==> config.mk <==
export PLATFORM = sky130hd
export DESIGN_NAME = hazard_ctrl_flat
export DESIGN_NICKNAME = d
export VERILOG_FILES = /design/src/rtl/hazard_pkg.sv /design/src/rtl/hazard_ctrl_if.sv /design/src/rtl/hazard_perf_cnt.sv /design/src/rtl/hazard_ctrl.sv /design/src/flat_wrapper.sv
export SDC_FILE = /design/constraint.sdc
export NUM_CORES = 1
export LEC_CHECK = 0
export BUFFER_PORTS_ARGS = -buffer_cell sky130_fd_sc_hd__buf_2
export CAP_MARGIN = 10
export CORE_UTILIZATION = 42
export DETAILED_ROUTE_END_ITERATION = 10
export PLACE_DENSITY = 0.81
export REMOVE_ABC_BUFFERS = 1
export SETUP_SLACK_MARGIN = 0.2
export SYNTH_ARGS = -nofsm -noshare
export SYNTH_HDL_FRONTEND = slang
export SYNTH_SLANG_ARGS = --single-unit
==> constraint.sdc <==
create_clock -name clk -period 2.77 [get_ports clk]
set_clock_uncertainty 0.15 [all_clocks]
set_input_delay 0.554 -clock clk [delete_from_list [all_inputs] [get_ports clk]]
set_output_delay 0.554 -clock clk [all_outputs]
set_load 0.1 [all_outputs]
==> src/rtl/hazard_pkg.sv <==
// Shared types and constants for the pipeline hazard/stall controller.
package hazard_pkg;

  typedef enum logic [1:0] {
    RUN       = 2'd0,
    LU_BUBBLE = 2'd1,
    MEM_WAIT  = 2'd2
  } state_e;

  localparam logic [4:0] REG_ZERO = 5'd0;

  // A load in EX whose destination is read by the instruction sitting in ID.
  function automatic logic load_use(input logic       ex_mem_read,
                                    input logic       ex_write,
                                    input logic [4:0] ex_rd,
                                    input logic [4:0] id_rs,
                                    input logic [4:0] id_rt,
                                    input logic       id_uses_rt);
    return ex_mem_read && ex_write && (ex_rd != REG_ZERO) &&
           ((ex_rd == id_rs) || (id_uses_rt && (ex_rd == id_rt)));
  endfunction

endpackage

==> src/rtl/hazard_ctrl_if.sv <==
// Bundle between the hazard controller (master) and the pipeline/memory side (slave).
interface hazard_ctrl_if;
  logic [4:0]  id_rs;
  logic [4:0]  id_rt;
  logic        id_uses_rt;
  logic        ex_mem_read;
  logic        ex_write;
  logic [4:0]  ex_rdNum;
  logic        branch_taken;
  logic        mem_req;
  logic        mem_ready;
  logic        pc_write;
  logic        if_id_write;
  logic        if_id_flush;
  logic        id_ex_flush;
  logic        pipe_hold;
  logic        mem_timeout;
  logic [31:0] stall_cnt;
  logic [31:0] flush_cnt;

  modport master (
    input  id_rs, id_rt, id_uses_rt, ex_mem_read, ex_write, ex_rdNum,
           branch_taken, mem_req, mem_ready,
    output pc_write, if_id_write, if_id_flush, id_ex_flush, pipe_hold,
           mem_timeout, stall_cnt, flush_cnt
  );

  modport slave (
    output id_rs, id_rt, id_uses_rt, ex_mem_read, ex_write, ex_rdNum,
           branch_taken, mem_req, mem_ready,
    input  pc_write, if_id_write, if_id_flush, id_ex_flush, pipe_hold,
           mem_timeout, stall_cnt, flush_cnt
  );
endinterface

==> src/rtl/hazard_perf_cnt.sv <==
// Stall and flush performance counters, wrapping modulo 2**32.
module hazard_perf_cnt (
  input  logic        clk,
  input  logic        rst_n,
  input  logic        i_stall,
  input  logic        i_flush,
  output logic [31:0] o_stall_cnt,
  output logic [31:0] o_flush_cnt
);

  logic [31:0] r_stall_cnt;
  logic [31:0] r_flush_cnt;

  always_ff @(posedge clk or negedge rst_n) begin
    if (!rst_n) begin
      r_stall_cnt <= '0;
      r_flush_cnt <= '0;
    end else begin
      if (i_stall) r_stall_cnt <= r_stall_cnt + 32'd1;
      if (i_flush) r_flush_cnt <= r_flush_cnt + 32'd1;
    end
  end

  assign o_stall_cnt = r_stall_cnt;
  assign o_flush_cnt = r_flush_cnt;

endmodule

==> src/rtl/hazard_ctrl.sv <==
// Load-use / branch / memory-wait hazard controller for the 5-stage pipeline.
// Performance counters are built only when HAZARD_PERF_CNT_EN is defined.
module hazard_ctrl
  import hazard_pkg::*;
#(
  parameter int unsigned MEM_TIMEOUT = 255,
  parameter int unsigned TO_W        = 8
) (
  input  logic          clk,
  input  logic          rst_n,
  hazard_ctrl_if.master bus
);

  localparam logic [TO_W-1:0] TO_MAX = TO_W'(MEM_TIMEOUT);

  state_e          r_state;
  state_e          w_state_nxt;
  logic [TO_W-1:0] r_cnt;
  logic [TO_W-1:0] w_cnt_nxt;
  logic            r_if_id_flush;
  logic            r_id_ex_flush;
  logic            r_mem_timeout;
  logic            w_if_id_flush_nxt;
  logic            w_id_ex_flush_nxt;
  logic            w_mem_timeout_nxt;
  logic            w_lu;
  logic            w_mw;
  logic            w_pipe_hold;
  logic            w_pc_write;
  logic            w_flush_ok;

  assign w_lu = load_use(bus.ex_mem_read, bus.ex_write, bus.ex_rdNum,
                         bus.id_rs, bus.id_rt, bus.id_uses_rt);
  assign w_mw = bus.mem_req && !bus.mem_ready;
  assign w_pipe_hold = w_mw || ((r_state == MEM_WAIT) && !bus.mem_ready);
  assign w_pc_write  = !(w_pipe_hold || w_lu);
  // Flush pulses must never be back to back.
  assign w_flush_ok  = !(r_if_id_flush || r_id_ex_flush);

  always_comb begin
    w_state_nxt       = r_state;
    w_cnt_nxt         = r_cnt;
    w_if_id_flush_nxt = 1'b0;
    w_id_ex_flush_nxt = 1'b0;
    unique case (r_state)
      RUN: begin
        if (w_mw) begin
          w_state_nxt = MEM_WAIT;
          w_cnt_nxt   = TO_W'(1);
        end else if (w_lu && w_flush_ok) begin
          w_state_nxt       = LU_BUBBLE;
          w_id_ex_flush_nxt = 1'b1;
        end else if (bus.branch_taken && w_flush_ok) begin
          w_if_id_flush_nxt = 1'b1;
        end
      end
      LU_BUBBLE: begin
        if (w_mw) begin
          w_state_nxt = MEM_WAIT;
          w_cnt_nxt   = TO_W'(1);
        end else begin
          w_state_nxt = RUN;
        end
      end
      MEM_WAIT: begin
        if (bus.mem_ready) begin
          w_state_nxt = RUN;
          w_cnt_nxt   = '0;
        end else if (r_cnt < TO_MAX) begin
          w_cnt_nxt = r_cnt + TO_W'(1);
        end
      end
      default: begin
        w_state_nxt = RUN;
        w_cnt_nxt   = '0;
      end
    endcase
    w_mem_timeout_nxt = r_mem_timeout ||
                        ((w_state_nxt == MEM_WAIT) && (w_cnt_nxt == TO_MAX));
  end

  always_ff @(posedge clk or negedge rst_n) begin
    if (!rst_n) begin
      r_state       <= RUN;
      r_cnt         <= '0;
      r_if_id_flush <= 1'b0;
      r_id_ex_flush <= 1'b0;
      r_mem_timeout <= 1'b0;
    end else begin
      r_state       <= w_state_nxt;
      r_cnt         <= w_cnt_nxt;
      r_if_id_flush <= w_if_id_flush_nxt;
      r_id_ex_flush <= w_id_ex_flush_nxt;
      r_mem_timeout <= w_mem_timeout_nxt;
    end
  end

  assign bus.pc_write    = w_pc_write;
  assign bus.if_id_write = w_pc_write;
  assign bus.pipe_hold   = w_pipe_hold;
  assign bus.if_id_flush = r_if_id_flush;
  assign bus.id_ex_flush = r_id_ex_flush;
  assign bus.mem_timeout = r_mem_timeout;

`ifdef HAZARD_PERF_CNT_EN
  hazard_perf_cnt u_perf_cnt (
    .clk         (clk),
    .rst_n       (rst_n),
    .i_stall     (!w_pc_write),
    .i_flush     (r_if_id_flush || r_id_ex_flush),
    .o_stall_cnt (bus.stall_cnt),
    .o_flush_cnt (bus.flush_cnt)
  );
`else
  assign bus.stall_cnt = '0;
  assign bus.flush_cnt = '0;
`endif

endmodule

==> src/flat_wrapper.sv <==
// flat-port wrapper written by rule: the top's interface ports become plain ports
module hazard_ctrl_flat import hazard_pkg::*;
#(
  parameter int unsigned MEM_TIMEOUT = 255,
  parameter int unsigned TO_W        = 8
)
  (clk, rst_n, bus_id_rs, bus_id_rt, bus_id_uses_rt, bus_ex_mem_read, bus_ex_write, bus_ex_rdNum, bus_branch_taken, bus_mem_req, bus_mem_ready, bus_pc_write, bus_if_id_write, bus_if_id_flush, bus_id_ex_flush, bus_pipe_hold, bus_mem_timeout, bus_stall_cnt, bus_flush_cnt);
  hazard_ctrl_if bus_i ();
  input  logic clk;
  input  logic rst_n;
  input wire logic [$bits(bus_i.id_rs)-1:0] bus_id_rs;
  input wire logic [$bits(bus_i.id_rt)-1:0] bus_id_rt;
  input wire logic [$bits(bus_i.id_uses_rt)-1:0] bus_id_uses_rt;
  input wire logic [$bits(bus_i.ex_mem_read)-1:0] bus_ex_mem_read;
  input wire logic [$bits(bus_i.ex_write)-1:0] bus_ex_write;
  input wire logic [$bits(bus_i.ex_rdNum)-1:0] bus_ex_rdNum;
  input wire logic [$bits(bus_i.branch_taken)-1:0] bus_branch_taken;
  input wire logic [$bits(bus_i.mem_req)-1:0] bus_mem_req;
  input wire logic [$bits(bus_i.mem_ready)-1:0] bus_mem_ready;
  output wire logic [$bits(bus_i.pc_write)-1:0] bus_pc_write;
  output wire logic [$bits(bus_i.if_id_write)-1:0] bus_if_id_write;
  output wire logic [$bits(bus_i.if_id_flush)-1:0] bus_if_id_flush;
  output wire logic [$bits(bus_i.id_ex_flush)-1:0] bus_id_ex_flush;
  output wire logic [$bits(bus_i.pipe_hold)-1:0] bus_pipe_hold;
  output wire logic [$bits(bus_i.mem_timeout)-1:0] bus_mem_timeout;
  output wire logic [$bits(bus_i.stall_cnt)-1:0] bus_stall_cnt;
  output wire logic [$bits(bus_i.flush_cnt)-1:0] bus_flush_cnt;
  assign bus_i.id_rs = bus_id_rs;
  assign bus_i.id_rt = bus_id_rt;
  assign bus_i.id_uses_rt = bus_id_uses_rt;
  assign bus_i.ex_mem_read = bus_ex_mem_read;
  assign bus_i.ex_write = bus_ex_write;
  assign bus_i.ex_rdNum = bus_ex_rdNum;
  assign bus_i.branch_taken = bus_branch_taken;
  assign bus_i.mem_req = bus_mem_req;
  assign bus_i.mem_ready = bus_mem_ready;
  assign bus_pc_write = bus_i.pc_write;
  assign bus_if_id_write = bus_i.if_id_write;
  assign bus_if_id_flush = bus_i.if_id_flush;
  assign bus_id_ex_flush = bus_i.id_ex_flush;
  assign bus_pipe_hold = bus_i.pipe_hold;
  assign bus_mem_timeout = bus_i.mem_timeout;
  assign bus_stall_cnt = bus_i.stall_cnt;
  assign bus_flush_cnt = bus_i.flush_cnt;
  hazard_ctrl #(.MEM_TIMEOUT(MEM_TIMEOUT), .TO_W(TO_W)) u_core (.clk(clk), .rst_n(rst_n), .bus(bus_i));
endmodule
==> metrics.txt, run 1 <==
DRT met1 WL=870 um; gr ovfl total=0; Yosys top cell area share=36.1%; Placed Instances=231; height of the chip=59.1 um; drt first pass iters=4; DR DRC count=0; Post-synth EDFFs=0; Sink Count=13; core footprint=3080 sq um; VDD IR-drop max=0.483 mV; sink of the worst hold path=u_core.r_state[1]; CP Capture Type=output pin; RePlAce Congestion=0.839; Hold Crit Class=in -> reg; first-pass GRT wire length=approximately 3600 um; Setup crit start kind=input port; hold slack=~0.32 ns; Tmin final=2.56 ns; Cells after Synth=around 160; flop-to-flop setup slack=~0.52 ns; Cell Area, Synth=roughly 1400 sq um; CTS buffer count=3; routed wire length on met3=236 um; crit-path max FO=3; CTS HTree Levels=1; Area contributors post-synth=buf_4 (36%), dfrtp_1 (24%), xnor2_1 (7.0%); FILL cells=between 300 and 400; drt via density=4.35; power per standard cell area=between 500 and 600 nW/um^2; post-synth top area cell=buf_4; Non-Filler Instances=238; status=completed; maximum clock path buffer count=2; Max Cap Viol=0; WL final=2320 um; initial antenna violation count=0; Initial Util=between 40 and 50%; most numerous cell in the Yosys netlist=buf_4; worst-skew pair later-pin latency=approximately 0.29 ns; WL/cell=9.74 um; vias=1035; Avg Cell Area, Syn=8.52 sq um; dpl cell area=around 1400 sq um; clock root cell=clkbuf_4; total global-route track usage=13.3%; # setup viols final=0; 1st-iter DRT viols=38; largest net degree at the start of global routing=14; count of cell types in the netlist=39; WS Path Type=in -> out; leakage=0.000754 uW; nets=219; Critical R2R Capture=u_core.bus.mem_timeout; RSZ-0062 raised after global routing=yes; sequential area share after synthesis=23.7%; share of cells above drive strength 1=between 20% and 30%; clock slew at reported path FFs=0.09 ns; Async SR Flop Fraction=100%; antenna viol nets, final=0; Max Slew Vio Count=0; I/O pin cnt=93; Die W=59.1 um; Yosys warning count=0; number of cell rows=20; design area=around 1400 sq um; worst hold path depth=2; final setup TNS=0 ns; fin crit share=~92%; Area growth syn-to-layout=5.20%; Die ar.=roughly 3500 sq um; reg2reg path depth=6; met2 wire len=between 1000 and 1500 um; CP required=about 2.1 ns; Final HPWL DP=~1900 um; Fmax=0.391 GHz; final hold violation count=0; max layer used=met3; Post-synth top cells=buf_4 (66), dfrtp_1 (13), xnor2_1 (11); Yosys reg bits=13; CP Data Arrival Time=1.85 ns; vias in the first global route=854; number of diodes=0; Primary FF master, synth=dfrtp_1; worst hold start=bus_mem_ready; IO buf count=28; r2r startpoint=u_core.r_cnt[0]; CTS tree=yes
[layout make-up]
| class | instances | area (sq um) | area share (%) |
|---|---|---|---|
| clock buffer | 3 | 22.5 | 1.56 |
| tap | 44 | 55.1 | 3.82 |
| inverter | 7 | 26.3 | 1.82 |
| sequential | 13 | 325 | 22.5 |
| clock inverter | 1 | 5.00 | 0.347 |
| timing repair buffer | 33 | 244 | 16.9 |
| multi-input combinational | 137 | 764 | 53.0 |
[worst max-delay path: stages]
cell     delay [ns]
buf_8          0.10
or3_4          0.36
o311a_1        0.36
a21oi_2        0.15
buf_4          0.15
buf_12         0.17
[per-layer routing]
layer	GRT usage, %	vias to the layer above
met5	0	-
met4	3.74	0
met3	4.37	0
met2	23.4	65
met1	15.5	480
li1	-	490
[worst max-delay path by stage]
stage | start | endpoint | slack (ns) | depth (start not counted)
3_3_place_gp | bus_ex_rdNum[1] | bus_pc_write | 0.23 | 6
5_1_grt | bus_ex_rdNum[3] | bus_pc_write | 0.18 | 6
4_1_cts | bus_ex_rdNum[1] | bus_pc_write | 0.20 | 6
6_report | bus_ex_rdNum[3] | bus_pc_write | 0.21 | 6
2_1_floorplan | bus_mem_req | bus_if_id_write | -2.12 | 3
3_5_place_dp | bus_ex_rdNum[1] | bus_pc_write | 0.20 | 6
[timing repair]
| action | 4_1_cts | 5_1_grt |
|---|---|---|
| setup buffers | 0 | 2 |
| resized for setup | 0 | 8 |
| hold buffers | 1 | 0 |
| pin swaps | 1 | 3 |
| endpoints found under the hold margin | 8 | 0 |
| setup endpoints to repair | 2 | 2 |
[placed cells by master, fill, tap and decap left out, types with 2 or more instances in the layout]
cell      count
conb_1       64
buf_2        22
dfrtp_1      13
xnor2_1      11
inv_1         7
nor2_1        7
o21ai_0       5
a21oi_1       5
nand2_1       5
buf_4         5
o22ai_1       3
nand3_1       3
clkbuf_4      3
buf_12        3
or2_2         2
or3b_1        2
a41oi_1       2
a31oi_1       2
o211ai_1      2
nand4_1       2
a21oi_2       2
[stage by stage]
stage	worst slack, ns	util (%)	power (uW)
2_1_floorplan	-2.12	-	669
3_3_place_gp	0.229	44.3	725
3_5_place_dp	0.197	44.3	728
4_1_cts	0.204	45.5	853
5_1_grt	0.180	46.9	888
6_report	0.211	46.9	857
[where the power goes]
group          switching [uW]  total (uW)  leakage, uW  internal (uW)
registers                11.2         208     0.000177            197
clock network            69.1         123    0.0000177           53.7
logic                     462         526     0.000560           64.0
total                     542         857     0.000754            314
[registers in the layout, indices dropped and copies added (netlist names)]
name                    count
u_core.bus.id_ex_flush      1
u_core.bus.if_id_flush      1
u_core.bus.mem_timeout      1
u_core.r_cnt                8
u_core.r_state              2
[logic make-up (layout without fill, tap and decap cells)]
family                   after synthesis  after routing  share of synthesized area, %
buffers and inverters                 74             44                          38.4
AND/OR/NAND/NOR                       32             32                          14.2
AO/OA/AOI/OAI                         28             28                          14.7
flip-flops                            13             13                          23.7
XOR/XNOR                              11             11                          7.03
adder cells (fa/ha/maj)                1              1                         0.912
other                                  1             64                         0.273
multiplexers                           1              1                         0.730
(Power assumes the default switching activity.)
==> inputs of run 2 (changes only) <==
--- a/config.mk
+++ b/config.mk
@@ -5,13 +5,15 @@
 export SDC_FILE = /design/constraint.sdc
 export NUM_CORES = 1
 export LEC_CHECK = 0
+export ABC_AREA = 0
 export BUFFER_PORTS_ARGS = -buffer_cell sky130_fd_sc_hd__buf_2
 export CAP_MARGIN = 10
-export CORE_UTILIZATION = 42
+export CORE_UTILIZATION = 43
 export DETAILED_ROUTE_END_ITERATION = 10
 export PLACE_DENSITY = 0.81
 export REMOVE_ABC_BUFFERS = 1
 export SETUP_SLACK_MARGIN = 0.2
 export SYNTH_ARGS = -nofsm -noshare
 export SYNTH_HDL_FRONTEND = slang
+export SYNTH_HIERARCHICAL = 1
 export SYNTH_SLANG_ARGS = --single-unit
==> run 2 against run 1 <==
Effect of this change: global-route usage grew 0.87 points; utilization rose by 2.4 points; fmax is 1.5% lower; die area is 2.4% higher; cell area rose by 5.9%; largest power group unchanged; via count rose by 5.3%; cell count rose by 3.8%; total power about the same; clock power down 8%; largest cell class unchanged.
==> metrics.txt, run 2 <==
slowest CP cell=or4_4; most numerous cell in the Yosys netlist=buf_4; IO buf count=28; largest net degree at the start of global routing=14; Area contributors post-synth=buf_4 (34%), dfrtp_1 (23%), xnor2_1 (6.1%); Sw Ratio=63.1%; Area growth syn-to-layout=6.17%; worst path bufs/invs=3; CP max stage delay=between 0.5 and 0.6 ns; Max Slew Vio Count=0; first-pass GRT wire length=a little under 4000 um; CP Capture Type=output pin; number of diodes=0; final hold violation count=0; leakage=around 0.0008 uW; # setup viols final=0; RePlAce Congestion=0.912; core footprint=around 3100 sq um; count of cell types in the netlist=between 40 and 50; Most flops, register=u_core/r_cnt; Avg Cell Area, Syn=around 8.6 sq um; number of cell rows=20; Async SR Flop Fraction=100%; Hold Crit Class=in -> async; DR DRC count=0; Post-synth top cells=buf_4 (65), dfrtp_1 (13), xnor2_1 (10); FILL cells=275; Initial Util=46.4%; clock slew at reported path FFs=0.07 ns; Die W=around 60 um; antenna viol nets, final=0; internal power=316 uW; CTS tree=yes; initial antenna violation count=0; Primary FF master, synth=dfrtp_1; critical path, cell by cell=buf_8 > or4_4 > o2111ai_4 > nor2b_4 > buf_6 > buf_12; VDD IR-drop max=between 0.3 and 0.4 mV; status=completed; WL/cell=11.2 um; drt via density=~4.4; Top Registers=u_core/r_cnt: 8 flops, u_core/r_state: 2 flops; CP top delay family=simple AND/OR/NAND/NOR gates; crit-path max FO=3; commonest non-fill, non-tap cell in the layout=conb_1; I/O pin cnt=93; post-synth top area cell=buf_4; Setup crit start kind=input port; nets=between 200 and 250; max reg flops=8; CP Data Arrival Time=1.89 ns; Flop pwr share=around 25%; WL final=between 2000 and 3000 um; Cells after Synth=approximately 170; power per standard cell area=560 nW/um^2; CTS HTree Levels=1; power share of the clock group=13.2%; sequential area share after synthesis=22.6%; RSZ-0062 raised after global routing=yes; share of cells above drive strength 1=around a quarter; Fmax=0.385 GHz; 1st-iter DRT viols=50; slew margin rel.=62.9%; vias=1090; drt first pass iters=5; Final HPWL DP=between 1500 and 2000 um; clock root cell=clkbuf_4; sw power=540 uW; Cell Area, Synth=1440 sq um; WS Path Type=in -> out; gr ovfl total=0; Post-synth EDFFs=0; vias in the first global route=873; Sink Count=13; total global-route track usage=between 10 and 15%; Yosys warning count=6; Tmin final=around 2.6 ns; Comb power frac=62.2%; Layout Utilization=49.2%; Yosys reg bits=13; maximum clock path buffer count=2; Die ar.=3580 sq um; CTS buffer count=3; hold slack=0.00252 ns; fin crit share=around 94%; most frequent cells in the layout=conb_1 (64), buf_2 (23), dfrtp_1 (12), xnor2_1 (10), nor2_1 (9); worst-skew pair later-pin latency=0.27 ns; CTS Hold Bufs=0; CP required=slightly above 2 ns; height of the chip=59.8 um; Worst-Margin Slew=0.554 ns; Max Cap Viol=0; Yosys top cell area share=approximately a third
run 2: layout make-up:
cell class	count	area [sq um]	area share [%]
Clock buffer	4	26.3	1.72
Inverter	6	22.5	1.47
Multi-Input combinational cell	145	852	55.8
Sequential cell	13	327	21.4
Tap cell	44	55.1	3.60
Timing Repair Buffer	35	245	16.1
run 2: worst paths after layout:
path	end	slack, ns	start	cells past startpoint
max	bus_pc_write	0.17	bus_ex_rdNum[2]	6
min	u_core/r_cnt[7]	0.003	rst_n	1
max reg2reg	u_core/bus.mem_timeout	0.60	u_core/r_cnt[0]	6
min reg2reg	u_core/bus.mem_timeout	0.33	u_core/bus.mem_timeout	1
max in group asynchronous	u_core/r_state[1]	2.23	rst_n	1
min in group clk	u_core/bus.mem_timeout	0.33	u_core/bus.mem_timeout	1
run 2: power by group through the flow:
stage / clock network [uW] / registers (uW) / logic (uW)
global route: 129 / 212 / 550
detailed placement: 0 / 213 / 517
global placement: 0 / 212 / 515
finish: 113 / 210 / 533
CTS: 119 / 209 / 520
floorplan: 0 / 220 / 455
run 2: logic make-up (layout without fill, tap and decap cells):
| kind of cell | count (synthesis) | count (layout) | share of synthesized area, % |
|---|---|---|---|
| mux | 1 | 1 | 0.696 |
| xor+xnor | 10 | 10 | 6.09 |
| compound gates | 22 | 22 | 12.1 |
| simple gates | 47 | 47 | 20.3 |
| flops | 13 | 13 | 22.6 |
| buf+inv | 73 | 45 | 37.0 |
| fa+ha+maj | 1 | 1 | 0.869 |
| other cells | 1 | 64 | 0.261 |
run 2: repair_timing:
item,4_1_cts,5_1_grt
setup endpoints to repair,2,3
buffers inserted,1,3
gates resized for setup,6,8
pin swaps,2,2
run 2: worst register-to-register path, stage by stage, from the launching register on:
cell,delay (ns)
dfrtp_1,0.44
ha_1,0.32
nand3_1,0.24
or2_1,0.30
a32oi_1,0.29
a211oi_2,0.08
a41o_1,0.25
run 2: metal layers:
metal,routed length (um),vias up,GRT usage [%]
met5,0,-,0
met4,14,0,3.99
met3,197,2,2.16
met2,1450,68,22.5
met1,1100,499,19.9
li1,-,521,-
run 2: metrics by stage:
| step | setup TNS, ns | total power [uW] | std cells | setup slack [ns] | instance area [sq um] |
|---|---|---|---|---|---|
| 4_1_cts | 0 | 848 | 244 | 0.209 | 1470 |
| 3_5_place_dp | 0 | 729 | 239 | 0.163 | 1410 |
| 5_1_grt | 0 | 890 | 247 | 0.131 | 1530 |
| 6_report | 0 | 856 | 247 | 0.171 | 1530 |
| 3_3_place_gp | 0 | 727 | 239 | 0.187 | 1410 |
| 2_1_floorplan | -4.21 | 675 | 164 | -2.10 | 1160 |
==> inputs of run 3 (changes only) <==
==> constraint.sdc (replaced) <==
create_clock -name clk -period 2.77 [get_ports clk]
set_clock_uncertainty 0.15 [all_clocks]
set_input_delay 0.6925 -clock clk [delete_from_list [all_inputs] [get_ports clk]]
set_output_delay 0.6925 -clock clk [all_outputs]
set_load 0.1 [all_outputs]
==> run 3 against run 2 <==
Effect of this change: the flow now finishes with violations (setup timing); routed wire length decreased by 3.7%; critical path type unchanged; cell count grew 0.40%; clock-buffer cell count did not move; utilization is 0.77 points higher; highest routed layer unchanged.
==> metrics.txt, run 3 (synthesized netlist as in run 2, its figures left out) <==
commonest non-fill, non-tap cell in the layout=conb_1; Area growth syn-to-layout=7.83%; sw power=~550 uW; IO buf count=28; clock slew at reported path FFs=0.08 ns; height of the chip=59.8 um; 1st-iter DRT viols=26; Flop pwr share=a little under a quarter; first-pass GRT wire length=4020 um; Top Registers=u_core/r_cnt: 8 flops, u_core/r_state: 2 flops; # setup viols final=2; vias=1099; GRT met1 Usage=19.5%; nets=229; maximum clock path buffer count=2; WL final=2660 um; Die W=approximately 60 um; core footprint=between 3000 and 4000 sq um; CP Capture Type=output pin; start point of the critical path=bus_ex_rdNum[3]; fin crit share=101%; critical path, cell by cell=buf_6 > or4_4 > o2111ai_2 > nor2b_1 > buf_4 > buf_12; total global-route track usage=between 10% and 20%; CP Data Arrival Time=between 1.5 and 2 ns; pre-CTS setup slack=-0.0832 ns; Final HPWL DP=2140 um; power share of the clock group=13.5%; flop-to-flop setup slack=0.61 ns; dpl cell area=~1500 sq um; status=finished with violations; Sink Count=13; most frequent cells in the layout=conb_1 (64), buf_2 (24), dfrtp_1 (13), nor2_1 (9); Fmax=0.358 GHz; WS Path Type=in -> out; Initial Util=between 40% and 50%; RePlAce Congestion=0.883; gr ovfl total=0; M2 GR Usage=24.9%; power per standard cell area=559 nW/um^2; largest net degree at the start of global routing=14; Max Cap Viol=0; Hold Crit Class=in -> async; crit-path max FO=2; share of cells above drive strength 1=28.4%; number of diodes=0; Tmin final=2.80 ns; failing checks=setup timing; RSZ-0062 raised after global routing=yes; clock root cell=clkbuf_4; CP required=1.93 ns; CTS HTree Levels=1; internal power=321 uW; Die ar.=3580 sq um; DR DRC count=0; busiest grt layer=met2; max reg flops=8; Setup crit start kind=input port; met3 usage=1.52%; I/O pin cnt=93; FILL cells=296; Comb power frac=62.6%; initial antenna violation count=0; number of cell rows=20; antenna viol nets, final=0; Multi-input gate area=around 870 sq um; VDD IR-drop max=approximately 0.35 mV; CTS Hold Bufs=0; worst-skew pair later-pin latency=0.27 ns; Reg area=325 sq um; Max Slew Vio Count=0; final hold violation count=0; worst setup margin=-0.0257 ns; Most flops, register=u_core/r_cnt; CTS tree=yes; drt first pass iters=4; r2r startpoint=u_core/r_cnt[0]; slowest CP cell=or4_4; Sw Ratio=62.9%; leakage=0.000818 uW; vias in the first global route=899; WL/cell=10.7 um; CTS buffer count=3; design area=1550 sq um; CP max stage delay=about 0.52 ns; drt via density=~4.4
run 3: timing repair:
item                                    CTS  global route
buffers inserted                          1             0
hold endpoints to repair                  0             0
resized for setup                         4             5
pin swaps                                 2             3
endpoints found under the setup margin    2             2
run 3: power groups by stage:
stage / Clock (uW) / Combinational, uW / Sequential, uW
floorplan: 0 / 455 / 220
global placement: 0 / 526 / 210
detailed placement: 0 / 530 / 211
CTS: 119 / 533 / 207
global route: 129 / 560 / 209
finish: 117 / 542 / 207
run 3: worst paths after layout:
| path | to | cells after the start |
|---|---|---|
| worst max register to register | u_core/bus.mem_timeout | 6 |
| max in group asynchronous | u_core/r_cnt[6] | 1 |
| worst min-delay path | u_core/r_cnt[7] | 1 |
| worst max-delay path | bus_if_id_write | 6 |
| worst min register to register | u_core/bus.mem_timeout | 1 |
| min in group clk | u_core/bus.mem_timeout | 1 |
run 3: layout make-up:
| cell class | instances | share of cell area, % |
|---|---|---|
| well taps | 44 | 3.55 |
| inverters | 6 | 1.45 |
| multi-input cells | 145 | 56.1 |
| clock buffers | 4 | 1.69 |
| repair buffers | 36 | 16.2 |
| flip-flops and latches | 13 | 21.0 |
run 3: per-stage QoR:
step | hold slack [ns] | instances | power, uW | utilization (%) | TNS, ns
5_1_grt | 0.159 | 248 | 898 | 50.0 | -0.171
6_report | 0.147 | 248 | 867 | 50.0 | -0.0497
3_3_place_gp | 0.304 | 243 | 736 | 47.0 | -0.0965
2_1_floorplan | 0.247 | 164 | 675 | - | -4.66
3_5_place_dp | 0.313 | 243 | 741 | 47.0 | -0.165
4_1_cts | 0.150 | 248 | 859 | 48.8 | -0.114
run 3: worst max-delay path, delay by kind of cell:
| family | cells | cell delay (ns) |
|---|---|---|
| buffers and inverters | 3 | 0.41 |
| AO/OA/AOI/OAI | 1 | 0.18 |
| AND/OR/NAND/NOR | 2 | 0.67 |
run 3: per-layer routing:
metal | up-vias | wire (um)
li1 | 519 | -
met1 | 523 | 1140
met2 | 55 | 1360
met3 | 2 | 135
met4 | 0 | 21
met5 | - | 0
